--- config.mk ---
export PLATFORM = sky130hd
export DESIGN_NAME = score_accumulator
export DESIGN_NICKNAME = d
export VERILOG_FILES = /design/src/rtl/score_accumulator.sv
export SDC_FILE = /design/constraint.sdc
export NUM_CORES = 1
export LEC_CHECK = 0
export CAP_MARGIN = 10
export CORE_MARGIN = 2
export CORE_UTILIZATION = 50
export DETAILED_ROUTE_END_ITERATION = 7
export PLACE_DENSITY = 0.79
export SETUP_SLACK_MARGIN = 0.02
export SYNTH_ARGS = -nofsm -noshare
export SYNTH_HDL_FRONTEND = slang
export SYNTH_SLANG_ARGS = --single-unit
export TNS_END_PERCENT = 1
--- constraint.sdc ---
create_clock -name Clk -period 5.2 [get_ports Clk]
set_input_delay 1.04 -clock Clk [delete_from_list [all_inputs] [get_ports Clk]]
set_output_delay 1.04 -clock Clk [all_outputs]
set_load 0.01 [all_outputs]
--- src/rtl/score_accumulator.sv ---
// ============================================================================
// Module   : score_accumulator
// Purpose  : Packed-BCD score accumulator with frame-synchronous publish.
// Revision : 1.0 - initial release
// ============================================================================
`default_nettype none

module score_accumulator #(
  parameter int NUM_DIGITS = 6,
  parameter int MAX_PASSES = 16
) (
  input  logic                    Clk,
  input  logic                    Reset,
  input  logic                    clear_valid,
  output logic                    clear_ready,
  input  logic [2:0]              clear_lines,
  input  logic [3:0]              level,
  input  logic                    score_clear,
  input  logic                    frame_sync,
  output logic [4*NUM_DIGITS-1:0] score_digits,
  output logic                    busy,
  output logic                    overflow
);

  localparam int SCORE_W = 4 * NUM_DIGITS;
  localparam int DIDX_W  = $clog2(NUM_DIGITS);
  localparam int PASS_W  = $clog2(MAX_PASSES);

  localparam logic [DIDX_W-1:0]  LAST_DIGIT = DIDX_W'(NUM_DIGITS - 1);
  localparam logic [SCORE_W-1:0] ALL_NINES  = {NUM_DIGITS{4'h9}};

  typedef enum logic [1:0] {
    IDLE = 2'd0,
    ADD  = 2'd1,
    SAT  = 2'd2
  } state_t;

  state_t               state_q, state_d;
  logic [SCORE_W-1:0]   accum_q, accum_d;
  logic [SCORE_W-1:0]   addend_q, addend_d;
  logic [SCORE_W-1:0]   score_q, score_d;
  logic                 overflow_q, overflow_d;
  logic [PASS_W-1:0]    pass_cnt_q, pass_cnt_d;
  logic [DIDX_W-1:0]    digit_idx_q, digit_idx_d;
  logic                 carry_q, carry_d;

  logic [SCORE_W-1:0]   points;
  logic                 points_valid;
  logic [3:0]           acc_digit;
  logic [3:0]           add_digit;
  logic [4:0]           digit_sum;
  logic [3:0]           new_digit;
  logic                 carry_out;

  always_comb begin
    points       = '0;
    points_valid = 1'b1;
    case (clear_lines)
      3'd1:    points = SCORE_W'(16'h0040);
      3'd2:    points = SCORE_W'(16'h0100);
      3'd3:    points = SCORE_W'(16'h0300);
      3'd4:    points = SCORE_W'(16'h1200);
      default: points_valid = 1'b0;
    endcase
  end

  // Single BCD digit adder shared by every digit position.
  always_comb begin
    acc_digit = 4'd0;
    add_digit = 4'd0;
    for (int i = 0; i < NUM_DIGITS; i++) begin
      if (digit_idx_q == DIDX_W'(i)) begin
        acc_digit = accum_q[4*i +: 4];
        add_digit = addend_q[4*i +: 4];
      end
    end
    digit_sum = {1'b0, acc_digit} + {1'b0, add_digit} + {4'b0000, carry_q};
    carry_out = (digit_sum > 5'd9);
    new_digit = carry_out ? 4'(digit_sum - 5'd10) : digit_sum[3:0];
  end

  always_comb begin
    state_d     = state_q;
    accum_d     = accum_q;
    addend_d    = addend_q;
    score_d     = score_q;
    overflow_d  = overflow_q;
    pass_cnt_d  = pass_cnt_q;
    digit_idx_d = digit_idx_q;
    carry_d     = carry_q;

    // Publishes the pre-transfer accum even if an event is accepted this cycle.
    if (frame_sync && (state_q == IDLE)) begin
      score_d = accum_q;
    end

    case (state_q)
      IDLE: begin
        if (clear_valid && points_valid) begin
          addend_d    = points;
          pass_cnt_d  = PASS_W'(level);
          digit_idx_d = '0;
          carry_d     = 1'b0;
          state_d     = ADD;
        end
      end
      ADD: begin
        for (int i = 0; i < NUM_DIGITS; i++) begin
          if (digit_idx_q == DIDX_W'(i)) begin
            accum_d[4*i +: 4] = new_digit;
          end
        end
        carry_d = carry_out;
        if (digit_idx_q == LAST_DIGIT) begin
          if (carry_out) begin
            state_d = SAT;
          end else if (pass_cnt_q == '0) begin
            state_d = IDLE;
          end else begin
            pass_cnt_d  = pass_cnt_q - 1'b1;
            digit_idx_d = '0;
            carry_d     = 1'b0;
          end
        end else begin
          digit_idx_d = digit_idx_q + 1'b1;
        end
      end
      SAT: begin
        accum_d    = ALL_NINES;
        overflow_d = 1'b1;
        pass_cnt_d = '0;
        carry_d    = 1'b0;
        state_d    = IDLE;
      end
      default: state_d = IDLE;
    endcase

    if (score_clear) begin
      accum_d     = '0;
      score_d     = '0;
      overflow_d  = 1'b0;
      pass_cnt_d  = '0;
      digit_idx_d = '0;
      carry_d     = 1'b0;
      state_d     = IDLE;
    end
  end

  always_ff @(posedge Clk) begin
    if (Reset) begin
      state_q     <= IDLE;
      accum_q     <= '0;
      addend_q    <= '0;
      score_q     <= '0;
      overflow_q  <= 1'b0;
      pass_cnt_q  <= '0;
      digit_idx_q <= '0;
      carry_q     <= 1'b0;
    end else begin
      state_q     <= state_d;
      accum_q     <= accum_d;
      addend_q    <= addend_d;
      score_q     <= score_d;
      overflow_q  <= overflow_d;
      pass_cnt_q  <= pass_cnt_d;
      digit_idx_q <= digit_idx_d;
      carry_q     <= carry_d;
    end
  end

  assign clear_ready  = (state_q == IDLE);
  assign busy         = (state_q != IDLE);
  assign score_digits = score_q;
  assign overflow     = overflow_q;

endmodule

`default_nettype wire

== Yosys cells after proc, flatten, opt, wreduce, memory -nomap -nowiden ==
Index checks and enable logic that the tools add are counted.

* Bits in latches: 0
* Input bits: 12
* Output and inout port bits: 27
* Memory bits (writable): 0
* ROM bits: 0
* Flip-flop bits (word level): 83
* Logic and storage cells: 105
* Memories kept: 0

* Bitwise logic cells: 0
* Reduce and logical (&&, ||, !) cells: 22
* Eq/ne operators: 23
* Shift operators: 0
* Mux-type cells: 41
* $add $sub $neg: 5
* Multiply operators: 0
* Order comparisons: 1
* Div/mod/pow operators: 0

{| class="wikitable"
|+ Operators by type and width
! operator !! number
|-
| two-way mux 4 bit || 23
|-
| one-hot mux 13 bit (4 select lines) || 1
|-
| one-hot mux 24 bit (2 select lines) || 1
|-
| inequality test 2 bit, second input constant || 8
|-
| AND reduction 2 bit || 8
|-
| equality test 3 x 2 -> 1 bit, second input constant || 4
|-
| two-way mux 3 bit || 4
|-
| one-hot mux 4 bit (3 select lines) || 1
|-
| equality test 3 bit, second input constant || 3
|-
| inequality test 3 bit, second input constant || 3
|-
| two-way mux 2 bit || 4
|-
| equality test 3 x 1 -> 1 bit, second input constant || 2
|-
| one-hot mux 3 bit (2 select lines) || 1
|-
| nonzero test 2 bit || 3
|-
| adder 4 x 4 -> 5 bit || 1
|-
| adder 5 x 1 -> 5 bit || 1
|-
| > comparator 5 x 4 -> 1 bit, second input constant || 1
|-
| AND reduction 5 bit || 1
|-
| zero test 4 bit || 1
|-
| two-way mux 1 bit || 4
|-
| one-hot mux 2 bit (2 select lines) || 1
|-
| AND reduction 4 bit || 1
|-
| OR reduction 4 bit || 1
|-
| subtractor 4 x 1 -> 4 bit, second input constant || 1
|-
| 12 further kinds || 13
|}

== Depth between registers and ports, before layout ==
Gate-level depths: netlist (run 1).

* Word-level depth: 13
* Gate-level depth with buffers: 22
* Gate-level depth less buffers: 20

== Worst setup path before layout (run 1) ==
Ideal clock, no wire load.

* Path kind: reg2reg
* Start: register digit_idx_q[2]
* End: register digit_idx_q[1]
* Stages on the path, launching flop included: 21
* Path buffers: 2
* Clock period less this slack: 4.237 ns
* Slack: 0.963 ns
* Data arrival time: 4.121 ns
* Library setup time: 0.116 ns
* Required time: 5.084 ns
* Cell sequence: dfxtp_1 -> clkbuf_1 -> inv_1 -> ha_1 -> clkbuf_1 -> o311ai_0 -> o21ai_0 -> nor2_1 -> a21oi_1 -> fa_1 -> inv_1 -> fa_1 -> inv_1 -> ha_1 -> nand2_1 -> o31ai_1 -> o21ai_1 -> nor4_2 -> nor3_1 -> a211o_1 -> a31o_1

* Longest elaborated chain between the ends: 12
* Elaborated cells between the ends (all ways): 26
* Classes of those cells: 2 x add/sub; 1 x order compare; 7 x eq/ne; 14 x mux; 2 x reduce/logical

{| class="wikitable"
|+ RTL lines
! element !! RTL line !! source
|-
| start: declaration || 44 || <nowiki>logic [DIDX_W-1:0] digit_idx_q, digit_idx_d;</nowiki>
|-
| start signal: assignment || 166 || <nowiki>digit_idx_q <= digit_idx_d;</nowiki>
|-
| zero test 3 bit || 72 || <nowiki>if (digit_idx_q == DIDX_W'(i)) begin</nowiki>
|-
| two-way mux 4 bit (6 in series) || 72 ||
|-
| adder 4 x 4 -> 5 bit || 77 || <nowiki>digit_sum = {1'b0, acc_digit} + {1'b0, add_digit} + {4'b0000, carry_q};</nowiki>
|-
| adder 5 x 1 -> 5 bit || 77 ||
|-
| > comparator 5 x 4 -> 1 bit || 78 || <nowiki>carry_out = (digit_sum > 5'd9);</nowiki>
|-
| inequality test 3 bit (no source line) || -- ||
|-
| AND reduction 4 bit (no source line) || -- ||
|}

Several ways; a longest one is shown, not always the timed one.
A chain may end at the register's enable or synchronous reset.

== Final worst setup path (run 1) ==
Ends and elaborated chain as after synthesis.

==> qor.yml, run 1 <==
routabilityCongestion: 0.9426
drt-total-wl_mm: 8.486
num_rows: 29
h-tree-depth: 3
synth_edf_count: 0
clock-root-buffer: "clkbuf_8"
drv_slew: 0
synth_cells: 409
clock_sinks: 63
worst_ep_arrival_time_ns: 4.95
synth_most_common_cell: "nand2_1"
grt_setup_unrepaired: "no"
drive_gt1_share_pct: 10.16
grt_start_max_net_pins: 42
synth_largest_area_cell: "dfxtp_1"
diodes: 0
min_period_over_period_pct: 90.30
clkTransAtPathRegs_ns: 0.08
die-area_mm2: 0.007152
num_io_pins: 39
placed_cells: 504
syn_to_final_growth_pct: 18.93
drtIter0Drc: 242
register_area_mm2: 0.001261
synth_area_leaders: "dfxtp_1 39%, nand2_1 9.3%, a21oi_1 7.4%"
finalCriticalPeriod_ns: 4.695
post_cts_resized: 0
firstDrtPassIters: 5
syn_nets: 432
leakage_uw: 0.001384
hp-class: "reg2reg"
n_fill_cell: 562
drv_cap: 0
cts_tree: "done"
design.core.area_mm2: 0.006314
port_buffers: 38
final_nets: 461
tightest_slew_ns: 1.066
ys.flop_type: "dfxtp_1"
clockBufferDepth: 2
worstSetupPathType: "reg2reg"
fin_util_pct: 61.14
ff2ff_setup_slack_ns: 0.50
cp.required_ns: 5.45
synth-seq-cells: 63
seq_area_frac_synth_pct: 38.86
ant_nets: 0
fmax_ghz: 0.2130
antenna_found_initial: 0
synth_cell_types: 53
multi_input_comb_area_mm2: 0.001809
start_util_pct: 51.41
overflow: 0
post_cts_buffers: 0
dp_hpwl_mm: 6.090
fin_setup_tns_ns: 0
outcome: "finished, final reports clean"
whs_endpoint: "score_digits[5]"
grt_usage_pct: 24.02
die_y_um: 84.57
cts_made_buffers: 9
synthTopCellsByCount: "80 x nand2_1, 63 x dfxtp_1, 48 x a21oi_1"
die_w_um: 84.57
p_per_area_mw_per_mm2: 273.1
reg2reg_to: "digit_idx_q[1]"
drc: 0
worst_setup_path_start_kind: "flip-flop"
reg2reg_from: "digit_idx_q[2]"
vdd_ir_drop_max_mv: 0.2243
end_kind: "flip-flop"
syn_avg_cell_area_um2: 7.935
setup_viol: 0
num_vias: 3083
relSlewSlack_pct: 28.87
rr_worst_depth: 18
wl_per_cell_um: 16.32
clk_latency_ns: 0.36
synth_warnings: 0
holdBufCountCts: 0
hold_path_depth: 2
final-hold-violation-count: 0
worstPathMaxFanout: 14
grt_pass1_vias: 2842
synth_area_mm2: 0.003246
vias_per_cell: 5.929
synth_top_area_share_pct: 38.86
synthArstFlopShare_pct: 0
min_from: "score_digits[5]"
finalNonFillerCells: 520
skew_ns: 0.01067
grt_pass1_wl_mm: 13.68
==> registers in the layout, indices dropped and copies added (netlist names) <==
register / cells
addend_q: 4
score_digits: 24
carry_q: 1
state_q: 2
overflow: 1
pass_cnt_q: 4
digit_idx_q: 3
accum_q: 24
==> metal layers <==
layer  wire length (um)  GRT usage, %  vias to the layer above
li1                   -             -                     1500
met1               3777         30.42                     1459
met2               4080         40.23                      112
met3                514         4.916                       12
met4                113         9.235                        0
met5                  0             0                        -
==> layout by cell type, fill, tap and decap left out, types with 4 or more instances in the layout <==
cell type	n
a21oi_1	48
mux2i_1	5
clkbuf_8	10
clkdlybuf4s50_1	38
dfxtp_1	63
inv_1	20
and3_1	6
o21ai_0	13
a31oi_1	5
a31o_2	4
nor2_1	36
o22ai_1	7
ha_1	9
nand3_1	16
nor3_1	4
o221a_2	10
nand2_1	80
o31ai_1	6
==> report_power, final <==
group	total (uW)	internal [uW]	switching (uW)	leakage [uW]
Combinational	69.1	24.9	44.2	0.000767
Clock	497	285	212	0.000109
Sequential	488	485	2.99	0.000508
Total	1050	795	259	0.00138
==> area by class of cell <==
type                       instances  area share (%)
timing repair buffer              39           10.05
multi-input combinational        305           46.87
clock inverter                     6           2.399
sequential                        63           32.67
clock buffer                      10           3.566
tap                               77           2.496
inverter                          20           1.945
==> how the worst max path moves through the flow <==
stage	from	endpoint	slack (ns)	cells after the start
after floorplan	digit_idx_q[2]	digit_idx_q[1]	0.96	20
after global placement	digit_idx_q[2]	digit_idx_q[1]	0.77	18
after detailed placement	digit_idx_q[2]	digit_idx_q[1]	0.61	18
after CTS	digit_idx_q[2]	digit_idx_q[1]	0.57	18
after global routing	digit_idx_q[2]	digit_idx_q[1]	0.12	18
final	digit_idx_q[2]	digit_idx_q[1]	0.50	18
==> cells by family (layout without fill, tap and decap cells) <==
family                     count (synthesis)  count (layout)  synth area share [%]
xor gates and xnor gates                   3               3                0.8097
adders and majority gates                 11              11                 4.703
AOI/OAI and AO/OA                        111             111                 22.78
buffers and inverters                     41              75                 5.397
muxes                                      8               8                 3.392
DFF                                       63              63                 38.86
and+or+nand+nor                          172             172                 24.06
==> critical path, stage by stage, from the launching register on <==
cell and delay [ns]:
dfxtp_1 0.56, inv_1 0.17, ha_1 0.42, o311ai_0 0.43, o21ai_0 0.14, nor2_1 0.11
a21oi_1 0.06, fa_1 0.45, inv_1 0.08, fa_1 0.46, inv_1 0.11, ha_1 0.20
nand2_1 0.06, o31ai_1 0.12, o21ai_1 0.18, nor4_2 0.38, nor3_1 0.16, a211o_1 0.29
a31o_1 0.21
==> per-stage QoR <==
stage | setup WS [ns] | total power [uW] | hold slack, ns | instance area [um^2]
6_report | 0.5047 | 1054 | 0.4540 | 3860
5_1_grt | 0.1155 | 1083 | 0.4696 | 3860
4_1_cts | 0.5655 | 1055 | 0.4577 | 3860
3_5_place_dp | 0.6081 | 567.2 | 0.4466 | 3630
3_3_place_gp | 0.7677 | 565.9 | 0.4416 | 3630
2_1_floorplan | 0.9630 | 545.2 | 0.4254 | 3246
Power figures use the tool's default switching activity.
==> run 2: changes to the inputs <==
Settings changed: CORE_MARGIN 2 to unset.
==> run 2 against run 1 <==
Register-to-register slack better by 0.13 ns. Sequential power about the same. Maximum frequency up 2.9%. Global-route usage up 2.3 points. Largest power group is now registers.
==> qor.yml, run 2 (synthesized netlist as in run 1, its figures left out) <==
outcome: "finished, final reports clean"
clk_latency_ns: 0.35  # about the same
grt_setup_unrepaired: "no"
final_common_cell: "nand2_1"
design.core.area_mm2: 0.006096  # -3.4%
start_util_pct: 53.24  # +1.8 points
routabilityCongestion: 0.8964  # -4.9%
wl_per_cell_um: 15.30  # -6.2%
reg2reg_to: "digit_idx_q[1]"
min_period_over_period_pct: 87.74  # -2.6 points
die_y_um: 82.57  # -2.4%
whs_endpoint: "score_digits[11]"
rr_worst_depth: 19  # +1
clock_sinks: 63  # unchanged
grt_pass1_vias: 2618  # -7.9%
total_power_uw: 1030  # -2.3%
final-hold-violation-count: 0  # unchanged
drc: 0  # unchanged
worst_ep_arrival_time_ns: 4.80  # -0.15 ns
final_area_mm2: 0.003869  # +0.23%
holdBufCountCts: 0  # unchanged
leakage_uw: 0.001400  # +1.1%
fmax_ghz: 0.2192  # +2.9%
overflow: 0  # unchanged
firstDrtPassIters: 5  # unchanged
ant_nets: 0  # unchanged
drt-total-wl_mm: 7.973  # -6.0%
dpl-instance-area_mm2: 0.003650  # +0.55%
fin_util_pct: 63.46  # +2.3 points
skew_ns: 0.006186  # -0.004479 ns
die_w_um: 82.57  # -2.4%
slowest_stage: "dfxtp_1"
drv_slew: 0  # unchanged
grt_pass1_wl_mm: 13.19  # -3.6%
fin_setup_tns_ns: 0  # unchanged
end_kind: "flip-flop"
diodes: 0  # unchanged
drv_cap: 0  # unchanged
num_io_pins: 39  # unchanged
cp.required_ns: 5.44  # about the same
clock-root-buffer: "clkbuf_8"
num_rows: 28  # -3.4%
hold_path_depth: 2  # unchanged
layout_common_cells: "80 x nand2_1, 63 x dfxtp_1, 48 x a21oi_1"
grt_usage_pct: 26.28  # +2.3 points
port_buffers: 38  # unchanged
post_cts_resized: 0  # unchanged
relSlewSlack_pct: 30.90  # +2.0 points
ff2ff_setup_slack_ns: 0.64  # +0.13 ns
cts_made_buffers: 9  # unchanged
reg2reg_from: "digit_idx_q[1]"
hp-class: "reg2reg"
antenna_found_initial: 0  # unchanged
final_nets: 464  # +0.65%
clockBufferDepth: 2  # unchanged
worst_setup_path_start_kind: "flip-flop"
worstPathMaxFanout: 14  # unchanged
drtIter0Drc: 231  # -4.5%
max_stage_delay_ns: 0.64  # +0.08 ns
p_per_area_mw_per_mm2: 266.2  # -2.5%
min_from: "score_digits[11]"
drive_gt1_share_pct: 10.76  # +0.60 points
crit_path_cell_trace: "and2_1 -> ha_1 -> nand2_1 -> o311ai_0 -> o21ai_0 -> nor2_1 -> a21oi_1 -> fa_1 -> inv_1 -> fa_1 -> inv_1 -> ha_1 -> nand2_1 -> o31ai_1 -> o21ai_1 -> nor4_2 -> nor3_1 -> a211o_1 -> a31o_1"
vias_per_cell: 5.766  # -2.7%
num_vias: 3004  # -2.6%
worstSetupPathType: "reg2reg"
die-area_mm2: 0.006818  # -4.7%
syn_to_final_growth_pct: 19.20
post_cts_buffers: 0  # unchanged
finalCriticalPeriod_ns: 4.562  # -0.1331 ns
clkTransAtPathRegs_ns: 0.08  # about the same
dp_hpwl_mm: 5.813  # -4.5%
vdd_ir_drop_max_mv: 0.2131  # -5.0%
h-tree-depth: 3  # unchanged
grt_start_max_net_pins: 41  # -2.4%
setup_viol: 0  # unchanged
cts_tree: "done"
tightest_slew_ns: 1.035  # -0.03044 ns
-- run 2: changes by cell type in the layout (fill, tap and decap cells not counted) --
cell,before,now
buf_4,1,4
clkinv_2,0,2
clkbuf_8,10,9
clkinvlp_4,2,1
-- run 2: critical path: cells and delay by family, from the launching register on --
kind,cells,cell delay (ns)
adders and majority gates,4,1.55
AOI/OAI and AO/OA,7,1.10
buffers and inverters,2,0.18
and+or+nand+nor,6,0.99
DFF,1,0.64
-- run 2: routing by layer --
| layer | GRT usage (%) | wire (um) |
|---|---|---|
| met5 | 0 | 0 |
| met4 | 9.655 | 142 |
| met3 | 7.473 | 490 |
| met2 | 40.08 | 3593 |
| met1 | 35.18 | 3746 |
-- run 2: area by class of cell --
| class | count | area [um^2] |
|---|---|---|
| inverter | 20 | 75.07 |
| clock buffer | 9 | 123.9 |
| fill | 546 | 2227 |
| clock inverter | 7 | 95.09 |
| tap | 75 | 93.84 |
| sequential | 63 | 1261 |
| timing repair buffer | 42 | 410.4 |
| multi-input combinational | 305 | 1809 |
-- run 2: how the worst max path moves through the flow --
stage | startpoint | endpoint | cells past startpoint
floorplan | digit_idx_q[2] | digit_idx_q[1] | 20
global placement | digit_idx_q[1] | digit_idx_q[1] | 19
detailed placement | digit_idx_q[1] | digit_idx_q[1] | 19
CTS | digit_idx_q[1] | digit_idx_q[1] | 19
global route | digit_idx_q[1] | digit_idx_q[1] | 19
finish | digit_idx_q[1] | digit_idx_q[1] | 19
-- run 2: report_power, final --
part,internal [uW],switching [uW]
clock,270,202
sequential,485,2.99
combinational,25.4,43.4
-- run 2: through the flow --
stage / instances / hold WS, ns / worst slack [ns]
after floorplan: 409 / 0.4254 / 0.9630
after global placement: 505 / 0.4422 / 0.8361
after detailed placement: 505 / 0.4458 / 0.7170
after CTS: 521 / 0.4567 / 0.6729
after global routing: 521 / 0.4744 / 0.1683
final: 521 / 0.4532 / 0.6378
